[src/rtl/sync_fifo_gen2.sv]
// Single-clock FIFO for any DEPTH >= 2, with occupancy count, threshold flags and registered read data.
// Define SYNC_FIFO_GEN2_ERR_EN to build the sticky overflow/underflow error flags.
module sync_fifo_gen2 #(
  parameter int DATA_WID      = 8,
  parameter int DEPTH         = 8,
  parameter int AFULL_THRESH  = DEPTH - 2,
  parameter int AEMPTY_THRESH = 2
) (
  input  logic                       clk,
  input  logic                       rstn,
  input  logic                       wr_en,
  input  logic [DATA_WID-1:0]        data_in,
  input  logic                       rd_en,
  output logic [DATA_WID-1:0]        data_out,
  output logic                       data_vld,
  output logic                       full,
  output logic                       empty,
  output logic                       almost_full,
  output logic                       almost_empty,
  output logic [$clog2(DEPTH+1)-1:0] count,
  output logic                       overflow,
  output logic                       underflow
);

  localparam int CW = $clog2(DEPTH + 1);
  localparam int PW = $clog2(DEPTH);

  logic [DATA_WID-1:0] r_mem [DEPTH];
  logic [PW-1:0]       r_wr_ptr;
  logic [PW-1:0]       r_rd_ptr;
  logic [CW-1:0]       r_count;
  logic [DATA_WID-1:0] r_data_out;
  logic                r_data_vld;

  logic          w_rd_acc;
  logic          w_wr_acc;
  logic [PW-1:0] w_wr_ptr_nxt;
  logic [PW-1:0] w_rd_ptr_nxt;

  // A write into a full FIFO is legal only when a read frees a slot on the same edge.
  assign w_rd_acc = rd_en && !empty;
  assign w_wr_acc = wr_en && (!full || w_rd_acc);

  // Explicit wrap so non-power-of-two depths use every entry.
  assign w_wr_ptr_nxt = (r_wr_ptr == PW'(DEPTH - 1)) ? '0 : r_wr_ptr + PW'(1);
  assign w_rd_ptr_nxt = (r_rd_ptr == PW'(DEPTH - 1)) ? '0 : r_rd_ptr + PW'(1);

  always_ff @(posedge clk) begin
    if (rstn && w_wr_acc) begin
      r_mem[r_wr_ptr] <= data_in;
    end
  end

  always_ff @(posedge clk) begin
    if (!rstn) begin
      r_wr_ptr   <= '0;
      r_rd_ptr   <= '0;
      r_count    <= '0;
      r_data_out <= '0;
      r_data_vld <= 1'b0;
    end else begin
      r_data_vld <= w_rd_acc;
      if (w_wr_acc) begin
        r_wr_ptr <= w_wr_ptr_nxt;
      end
      if (w_rd_acc) begin
        r_rd_ptr   <= w_rd_ptr_nxt;
        r_data_out <= r_mem[r_rd_ptr];
      end
      case ({w_wr_acc, w_rd_acc})
        2'b10:   r_count <= r_count + CW'(1);
        2'b01:   r_count <= r_count - CW'(1);
        default: r_count <= r_count;
      endcase
    end
  end

  assign data_out     = r_data_out;
  assign data_vld     = r_data_vld;
  assign count        = r_count;
  assign full         = (r_count == CW'(DEPTH));
  assign empty        = (r_count == '0);
  assign almost_full  = (r_count >= CW'(AFULL_THRESH));
  assign almost_empty = (r_count <= CW'(AEMPTY_THRESH));

`ifdef SYNC_FIFO_GEN2_ERR_EN
  logic r_overflow;
  logic r_underflow;

  // Sticky until reset; a rejected request leaves pointers, count and memory untouched.
  always_ff @(posedge clk) begin
    if (!rstn) begin
      r_overflow  <= 1'b0;
      r_underflow <= 1'b0;
    end else begin
      if (wr_en && !w_wr_acc) r_overflow  <= 1'b1;
      if (rd_en && empty)     r_underflow <= 1'b1;
    end
  end

  assign overflow  = r_overflow;
  assign underflow = r_underflow;
`else
  assign overflow  = 1'b0;
  assign underflow = 1'b0;
`endif

endmodule
[config.mk]
export PLATFORM = sky130hd
export DESIGN_NAME = sync_fifo_gen2
export DESIGN_NICKNAME = d
export VERILOG_FILES = /design/src/rtl/sync_fifo_gen2.sv
export SDC_FILE = /design/constraint.sdc
export NUM_CORES = 1
export LEC_CHECK = 0
export BUFFER_PORTS_ARGS = -buffer_cell sky130_fd_sc_hd__buf_2
export CORE_UTILIZATION = 55
export DETAILED_ROUTE_END_ITERATION = 7
export PLACE_DENSITY = 0.83
export SLEW_MARGIN = 20
export SYNTH_ARGS = -nofsm -noshare
export SYNTH_HDL_FRONTEND = slang
export SYNTH_SLANG_ARGS = --single-unit
[constraint.sdc]
create_clock -name clk -period 6.3 [get_ports clk]
set_input_delay 0.63 -clock clk [delete_from_list [all_inputs] [get_ports clk]]
set_output_delay 0.63 -clock clk [all_outputs]
set_load 0.01 [all_outputs]
---- After elaboration in Yosys (flattened, before gate mapping) ----
Memories as Yosys holds them, arrays and structs flattened. A register that Yosys moved wholly into a read port is not among the register bits.
Index checks and enable logic that the tools add are counted.
operators by class
  add/subtract/negate cells ............... 4
  equality and inequality tests ........... 5
  reductions and logical operators ........ 9
  order comparisons ....................... 2
  mux-type cells .......................... 5
operators with widths
  cell                 count
  $pmux 4 s2           1
  $add 3x1->3 const B  2
  $eq 3x3->1 const B   2
  $mux 3               2
  $add 4x1->4 const B  1
  $eq 4x4->1 const B   1
  $ge 4x3->1 const B   1
  $le 4x2->1 const B   1
  $logic_not 4->1      1
  $sub 4x1->4 const B  1
  $logic_and 1x1->1    3
  $logic_not 1->1      3
  $eq 2x1->1 const B   1
  $eq 2x2->1 const B   1
  $mux 1               2
  $reduce_bool 2->1    1
  $logic_or 1x1->1     1
word-level totals
  output and inout port bits .............. 19
  register bits after elaboration ......... 11
  memory bits (writable) .................. 64
  memories ................................ 1
memory list
  name   depth  width  read ports  clocked after memory_dff  write ports  line  text
  r_mem  8      8      1           1                         1            28    logic [DATA_WID-1:0] r_mem [DEPTH];

---- Depth between registers and ports, before layout ----
Gate-level depths: netlist of run 1.
  depth after elaboration ................. 8
  depth in mapped cells ................... 13

---- Least setup slack after synthesis of run 1 ----
No wires, ideal clock.
  path kind ............................... reg2reg
  from .................................... register r_count[1], in the netlist count[1]
  to ...................................... register r_count[3], in the netlist count[3]
  clock period less this slack ............ 2.743 ns
  arrival time ............................ 2.628 ns
  stages on the path, launching flop included .. 14
  path slack .............................. 3.557 ns
  setup time .............................. 0.115 ns
  path through ............................ dfxtp_1 > clkbuf_2 > or3_1 > buf_6 > o21a_1 > buf_6 > buf_12 > nand2_4 > inv_2 > ha_1 > a21oi_1 > a211o_1 > a32o_1 > o21a_1
on the way
  cells in the longest elaborated chain, start to end .. 7
  elaborated cells between the ends (all ways) .. 13
  classes of those cells .................. add/sub (2); eq/ne (3); mux (1); reduce/logical (7)
RTL lines
  what                                                    line  text
  start, declared                                         31    logic [CW-1:0] r_count;
  start signal, assigned                                  71    2'b10: r_count <= r_count + CW'(1);
  start signal, assigned                                  72    2'b01: r_count <= r_count - CW'(1);
  start signal, assigned                                  73    default: r_count <= r_count;
  $logic_not 4->1                                         82    assign empty = (r_count == '0);
  $logic_not 1->1                                         41    assign w_rd_acc = rd_en && !empty;
  $logic_and 1x1->1                                       41
  $logic_or 1x1->1                                        42    assign w_wr_acc = wr_en && (!full || w_rd_acc);
  $logic_and 1x1->1                                       42
  $eq 2x1->1 / $eq 2x2->1 (equally long branches)         70    case ({w_wr_acc, w_rd_acc})
  $pmux 4 s2 / $reduce_bool 2->1 (equally long branches)  n/a
Parallel ways exist; a longest one is shown, timed or not.
A chain may end at the register's enable or synchronous reset.

---- Worst setup path in the final report of run 1 ----
  from .................................... register r_count[0], in the netlist count[0]
  to ...................................... register r_count[3], in the netlist count[3]
Same word-level chain as after synthesis.

==> impl_results.md, run 1 <==
* Tightest hold margin at 0.529 ns
* Diodes inserted at 0
* Reg clk slew, reported paths at 0.09 ns
* Highest Clock Rate at 335 MHz
* Max-slew violations at 0
* Worst EP arrival at 3.25 ns
* P&R area growth vs syn at 10.2%
* Ys Warns at 0
* First-pass GRT wire length at 9170 um
* Clk buf depth at 2
* FP Rows at 28
* Nets@finish at 263
* Layout Cells excl Fill at 324
* Reg-to-reg startpoint: count[0]
* Synth cell types at 45
* Final GP Congestion at 0.793
* Post-CTS resize count at 0
* Critical Path Fanout Max at 19
* Antenna violations before repair at 0
* Final WL at 5930 um
* Skew final at 0.00839 ns
* Final hold viol count at 0
* Syn Std Cell Area at 0.00349 mm2
* Post-route DRC at 0
* Startpoint Class: flop
* GR Overflow Total at 0
* Slew @ Worst Pin at 0.988 ns
* TritonRoute pass-1 iters at 5
* CP Class: flop to flop
* Period utilisation layout at 0.474
* HP Start: data_in[7]
* Pre-CTS WS at 3.33 ns
* R2R setup slack at 3.31 ns
* LEAKAGE at 1.31 nW
* Clk Latency, worst-skew pair at 0.36 ns
* Outcome: completed
* PortBufs at 28
* Sequential element share of the synthesized area at 0.660
* Placed cells at 308
* Min-delay worst type: primary input to flop
* Drt via density at 5.84
* PnR worst setup slack at 3.31 ns
* Cell repeated most along the worst path: o21a_1
* Die area at 0.00666 mm2
* Post-placement cell area at 0.00366 mm2
* Hold-fix buffers, CTS at 0
* Syn avg cell area at 16.3 um2
* WHS Path Cells at 1
* Sink Count at 83
* H-tree depth at 3
* Slew headroom at 0.339
* Gr usage total at 0.202
* Largest net degree at the start of global routing at 20
* Vias in the first global route at 1,754
* Clock Root Buffer: clkbuf_8
* Hold endpoint: r_mem[2][7]
* Synthesis-stage register bit count at 83
* Max rail drop VDD at 0.000261 V
* Final setup viols at 0
* TritonCTS Buffers at 9
* Unrepaired setup endpoints after global routing: no
* Wire length per cell at 18.3 um
* RR Endpoint: count[3]
* CTS tree: built
* # Post-CTS Setup Buffers at 0
* Worst path max stage delay at 0.52 ns
* Min cycle time layout at 2.99 ns
* Hpwl dp at 3700 um
* # IOs at 31
* DRT iter0 DRCs at 189
* Worst-path cell chain: or3_1 -> o21a_1 -> nand2_4 -> inv_2 -> ha_1 -> nand3_1 -> a211o_1 -> a32o_1 -> o21a_1
* Post-synthesis cell count at 214
* Setup TNS at 0 ns
* P per Cell Area at 373 mW/mm2
* CP Capture Type: flop
* WP data required at 6.56 ns
* Initial core utilization at 0.578
* Via count at 1,893
* Antenna-violating nets left at 0
* # Max-Cap Violations at 0
* Cell area after layout at 0.00384 mm2
* Fraction of layout cells with a size suffix above 1 at 0.329
* Core Region at 0.00603 mm2
* Reg2Reg Depth at 9
* Die Y at 81.6 um
* Die Wd at 81.6 um
* Critical Path Slowest Stage Cell: or3_1
cells in the final DEF (no fill, tap or decap), types with 2 or more instances in the layout:
cell type   count
a211oi_1        2
a21oi_1         6
a21oi_2         9
buf_2          28
buf_4           5
clkbuf_8        9
clkinvlp_4      3
conb_1          2
dfxtp_1        19
edfxtp_1       64
ha_1            6
inv_1           3
inv_6           3
mux2i_1        10
mux4_2         16
nand2_1         7
nand3_1         3
nand4b_1        2
nor2_1          9
nor3_1          3
nor3_2          2
nor4_1          2
o21a_1          2
o21ai_1         8
or3_1           4
xnor2_1         3
logic make-up after synthesis:
| kind of cell | count (synthesis) | synth area share |
|---|---|---|
| flip-flops | 83 | 0.660 |
| AO/OA/AOI/OAI | 37 | 0.0786 |
| AND/OR/NAND/NOR | 37 | 0.0553 |
| multiplexers | 26 | 0.132 |
| buffers and inverters | 20 | 0.0377 |
| adder cells (fa/ha/maj) | 7 | 0.0273 |
| XOR/XNOR | 3 | 0.00754 |
| other | 1 | 0.00108 |
final cells by class:
cell class	instances	area (um2)
repair buffers	33	178
clock inverters	7	60.1
flip-flops and latches	83	2300
multi-input cells	112	1070
well taps	75	93.8
inverters	5	18.8
fillers	435	2180
clock buffers	9	124
worst max-delay path by stage:
| stage | from | cells after the start | endpoint |
|---|---|---|---|
| 3_3_place_gp | count[0] | 9 | count[3] |
| 3_5_place_dp | count[0] | 9 | count[3] |
| 2_1_floorplan | count[1] | 13 | count[3] |
| 4_1_cts | count[0] | 9 | count[3] |
| 5_1_grt | count[0] | 9 | count[3] |
| 6_report | count[0] | 9 | count[3] |
layer usage:
metal,vias up,share of wire,routed length (um),track usage
met5,-,0,0,0
met4,0,0.029,170,0.109
met3,14,0.055,324,0.0444
met2,56,0.47,2780,0.310
met1,930,0.45,2660,0.271
li1,893,-,-,-
per-stage QoR:
stage	utilization	power, mW
global route	0.638	1.52
floorplan	-	1.03
CTS	0.638	1.45
global placement	0.607	1.09
detailed placement	0.607	1.09
finish	0.638	1.43
where the power goes:
| part | internal (mW) | switching, mW |
|---|---|---|
| sequential | 0.635 | 0.0653 |
| combinational | 0.179 | 0.201 |
| clock | 0.150 | 0.204 |
| total | 0.964 | 0.470 |
flip-flops by register name (all words and copies together) (netlist names):
register	flops
data_out	8
data_vld	1
r_rd_ptr	3
r_wr_ptr	3
count	4
r_mem	64
synthesized netlist by cell type (all sizes together):
cell type   n  area, um2
o21ai      11       70.1
nor3        5       25.0
o31a        1       8.76
conb        1       3.75
xnor2       3       26.3
nand2b      1       6.26
inv         4       15.0
a21o        1       7.51
a211oi      3       27.5
a211o       1       8.76
fa          1       20.0
nand2       9       43.8
buf        12        100
and2        1       6.26
o311a       1       10.0
nor2        9       33.8
o21a        2       15.0
o211ai      1       7.51
clkbuf      3       12.5
nand3       3       15.0
ha          6       75.1
a21oi      15        109
nor4        2       12.5
clkinv      1       3.75
mux2i      10        100
nand3b      1       7.51
edfxtp     64       1920
or3         4       25.0
dfxtp      19        380
a32o        1       10.0
nand4b      2       17.5
mux4       16        360
critical path, delay by kind of cell, from the launching register on:
kind                     cells  cell delay (ns)
flip-flops                   1             0.39
AO/OA/AOI/OAI                4             1.24
buffers and inverters        1             0.05
adder cells (fa/ha/maj)      1             0.32
AND/OR/NAND/NOR              3             0.90
Power figures use the tool's default switching activity.
==> run 2: changes to the inputs <==
--- a/config.mk
+++ b/config.mk
@@ -6,7 +6,7 @@
 export NUM_CORES = 1
 export LEC_CHECK = 0
 export BUFFER_PORTS_ARGS = -buffer_cell sky130_fd_sc_hd__buf_2
-export CORE_UTILIZATION = 55
+export CORE_UTILIZATION = 53
 export DETAILED_ROUTE_END_ITERATION = 7
 export PLACE_DENSITY = 0.83
 export SLEW_MARGIN = 20
==> constraint.sdc (replaced) <==
create_clock -name clk -period 2.5 [get_ports clk]
set_input_delay 0.25 -clock clk [delete_from_list [all_inputs] [get_ports clk]]
set_output_delay 0.25 -clock clk [all_outputs]
set_load 0.01 [all_outputs]
==> run 2 against run 1 <==
Register-to-register slack lost 3.0 ns. Cell area is 3.3% higher. Global-route usage fell by 0.87 points. Sequential share of layout area shrank 1.8 points. Largest cell class unchanged. Highest routed layer unchanged.
==> impl_results.md, run 2 (synthesized netlist as in run 1, its figures left out) <==
* Outcome: completed
* Reg clk slew, reported paths at 0.09 ns (about the same)
* Highest Clock Rate at 447 MHz (+34%)
* CP Class: flop to flop
* Clk buf depth at 2 (unchanged)
* R2R setup slack at 0.27 ns (-3.05 ns)
* Final hold viol count at 0 (unchanged)
* Hold-fix buffers, CTS at 0 (unchanged)
* Initial core utilization at 0.549 (-0.0295)
* P per Cell Area at 984 mW/mm2 (+160%)
* # Max-Cap Violations at 0 (unchanged)
* Die Y at 83.1 um (+1.8%)
* Nets@finish at 272 (+3.4%)
* Power consumption at 3.90 mW (+170%)
* Diodes inserted at 0 (unchanged)
* Post-route DRC at 0 (unchanged)
* Clk Latency, worst-skew pair at 0.34 ns (-0.02 ns)
* Drt via density at 5.73 (-2.0%)
* Period utilisation layout at 0.894 (+0.420)
* Pint at 2.71 mW (+180%)
* Cell repeated most along the worst path: o21a_1
* Max rail drop VDD at 0.000645 V (+150%)
* Final GP Congestion at 0.774 (-2.3%)
* Flop pwr share at 0.433 (-0.055)
* Via count at 1,919 (+1.4%)
* Antenna-violating nets left at 0 (unchanged)
* Vias in the first global route at 1,971 (+12%)
* Slew @ Worst Pin at 0.883 ns (-0.105 ns)
* Unrepaired setup endpoints after global routing: no
* Sink Count at 83 (unchanged)
* Die area at 0.00691 mm2 (+3.7%)
* # Post-CTS Setup Buffers at 0 (unchanged)
* First-pass GRT wire length at 9980 um (+8.9%)
* Commonest non-fill, non-tap cells in the layout: edfxtp_1 (64), buf_2 (28), dfxtp_1 (17)
* Startpoint Class: flop
* Antenna violations before repair at 0 (unchanged)
* DRT iter0 DRCs at 207 (+9.5%)
* WHS Path Cells at 1 (unchanged)
* Final setup viols at 0 (unchanged)
* LEAKAGE at 1.38 nW (+5.5%)
* GR Overflow Total at 0 (unchanged)
* Largest net degree at the start of global routing at 20 (unchanged)
* Fraction of layout cells with a size suffix above 1 at 0.364 (+0.0350)
* Critical Path Fanout Max at 4 (-15)
* Worst EP arrival at 2.47 ns (-0.78 ns)
* TritonCTS Buffers at 9 (unchanged)
* Gr usage total at 0.193 (-0.00868)
* Die Wd at 83.1 um (+1.8%)
* CTS tree: built
* # IOs at 31 (unchanged)
* Min cycle time layout at 2.23 ns (-0.752 ns)
* PortBufs at 28 (unchanged)
* PnR worst setup slack at 0.265 ns (-3.05 ns)
* Worst-path cell chain: or3_1 -> o21a_1 -> nand2_4 -> inv_2 -> ha_4 -> nand3_2 -> a211o_1 -> a32o_1 -> o21a_1
* Switch Pwr at 1.20 mW (+150%)
* TritonRoute pass-1 iters at 4 (-1)
* H-tree depth at 3 (unchanged)
* Reg2Reg Depth at 9 (unchanged)
* Hpwl dp at 3970 um (+7.2%)
* Worst path max stage delay at 0.38 ns (-0.14 ns)
* Post-CTS resize count at 0 (unchanged)
* Largest register by flop count: r_mem
* Commonest non-fill, non-tap cell in the layout: edfxtp_1
* Skew final at 0.00684 ns (-0.00154 ns)
* Max FFs per register at 64 (unchanged)
* Min-delay worst type: primary input to flop
* Clock Root Buffer: clkbuf_8
* WP data required at 2.74 ns (-3.82 ns)
* Pre-CTS WS at 0.280 ns (-3.05 ns)
* CP Capture Type: flop
* Core Region at 0.00635 mm2 (+5.4%)
* Comb pwr share at 0.297 (+0.032)
* Max-slew violations at 0 (unchanged)
* Slew headroom at 0.409 (+0.0704)
* Wire length per cell at 18.5 um (+0.95%)
* Switching share of power at 0.306 (-0.0213)
* Final WL at 6190 um (+4.4%)
* P&R area growth vs syn at 13.8%
* FP Rows at 29 (+3.6%)
* Critical Path Slowest Stage Cell: or3_1
* Clk pwr share at 0.270 (+0.024)
run 2: layout make-up:
cell class                      instances  area (um2)
Clock inverter                          7         101
Multi-Input combinational cell        112        1080
Fill cell                             478        2380
Timing Repair Buffer                   42         245
Sequential cell                        83        2300
Tap cell                               77        96.3
Inverter                                5        18.8
Clock buffer                            9         124
run 2: routing by layer:
layer  track usage  share of wire  up-vias
met4        0.0831         0.0055        0
met2         0.298           0.49       54
met5             0              0        -
met3        0.0437          0.049        2
li1              -              -      903
met1         0.267           0.46      960
run 2: worst max-delay path, delay by kind of cell (launching register included):
family	cells	cell delay (ns)
simple gates	3	0.58
compound gates	4	0.90
flops	1	0.32
buf+inv	1	0.05
fa+ha+maj	1	0.28
run 2: path summary, 6_finish.rpt:
path	from	endpoint
setup / recovery	count[0]	count[3]
hold / removal	data_in[2]	r_mem[1][2]
setup reg to reg	count[0]	count[3]
hold reg to reg	data_out[0]	data_out[0]
run 2: power by group through the flow:
stage / logic (mW) / registers [mW] / clock network [mW]
2_1_floorplan: 0.902 / 1.74 / 0
3_3_place_gp: 1.13 / 1.72 / 0
3_5_place_dp: 1.17 / 1.72 / 0
4_1_cts: 1.17 / 1.69 / 1.07
5_1_grt: 1.27 / 1.71 / 1.13
6_report: 1.16 / 1.69 / 1.05
run 2: through the flow:
stage / setup TNS [ns] / std cells / hold WS, ns / instance area [um2] / util
after floorplan: -0.151 / 215 / 0.349 / 3520 / -
after global placement: 0 / 319 / 0.503 / 3740 / 0.589
after detailed placement: 0 / 319 / 0.506 / 3740 / 0.589
after CTS: 0 / 335 / 0.164 / 3970 / 0.625
after global routing: 0 / 335 / 0.173 / 3970 / 0.625
final: 0 / 335 / 0.181 / 3970 / 0.625
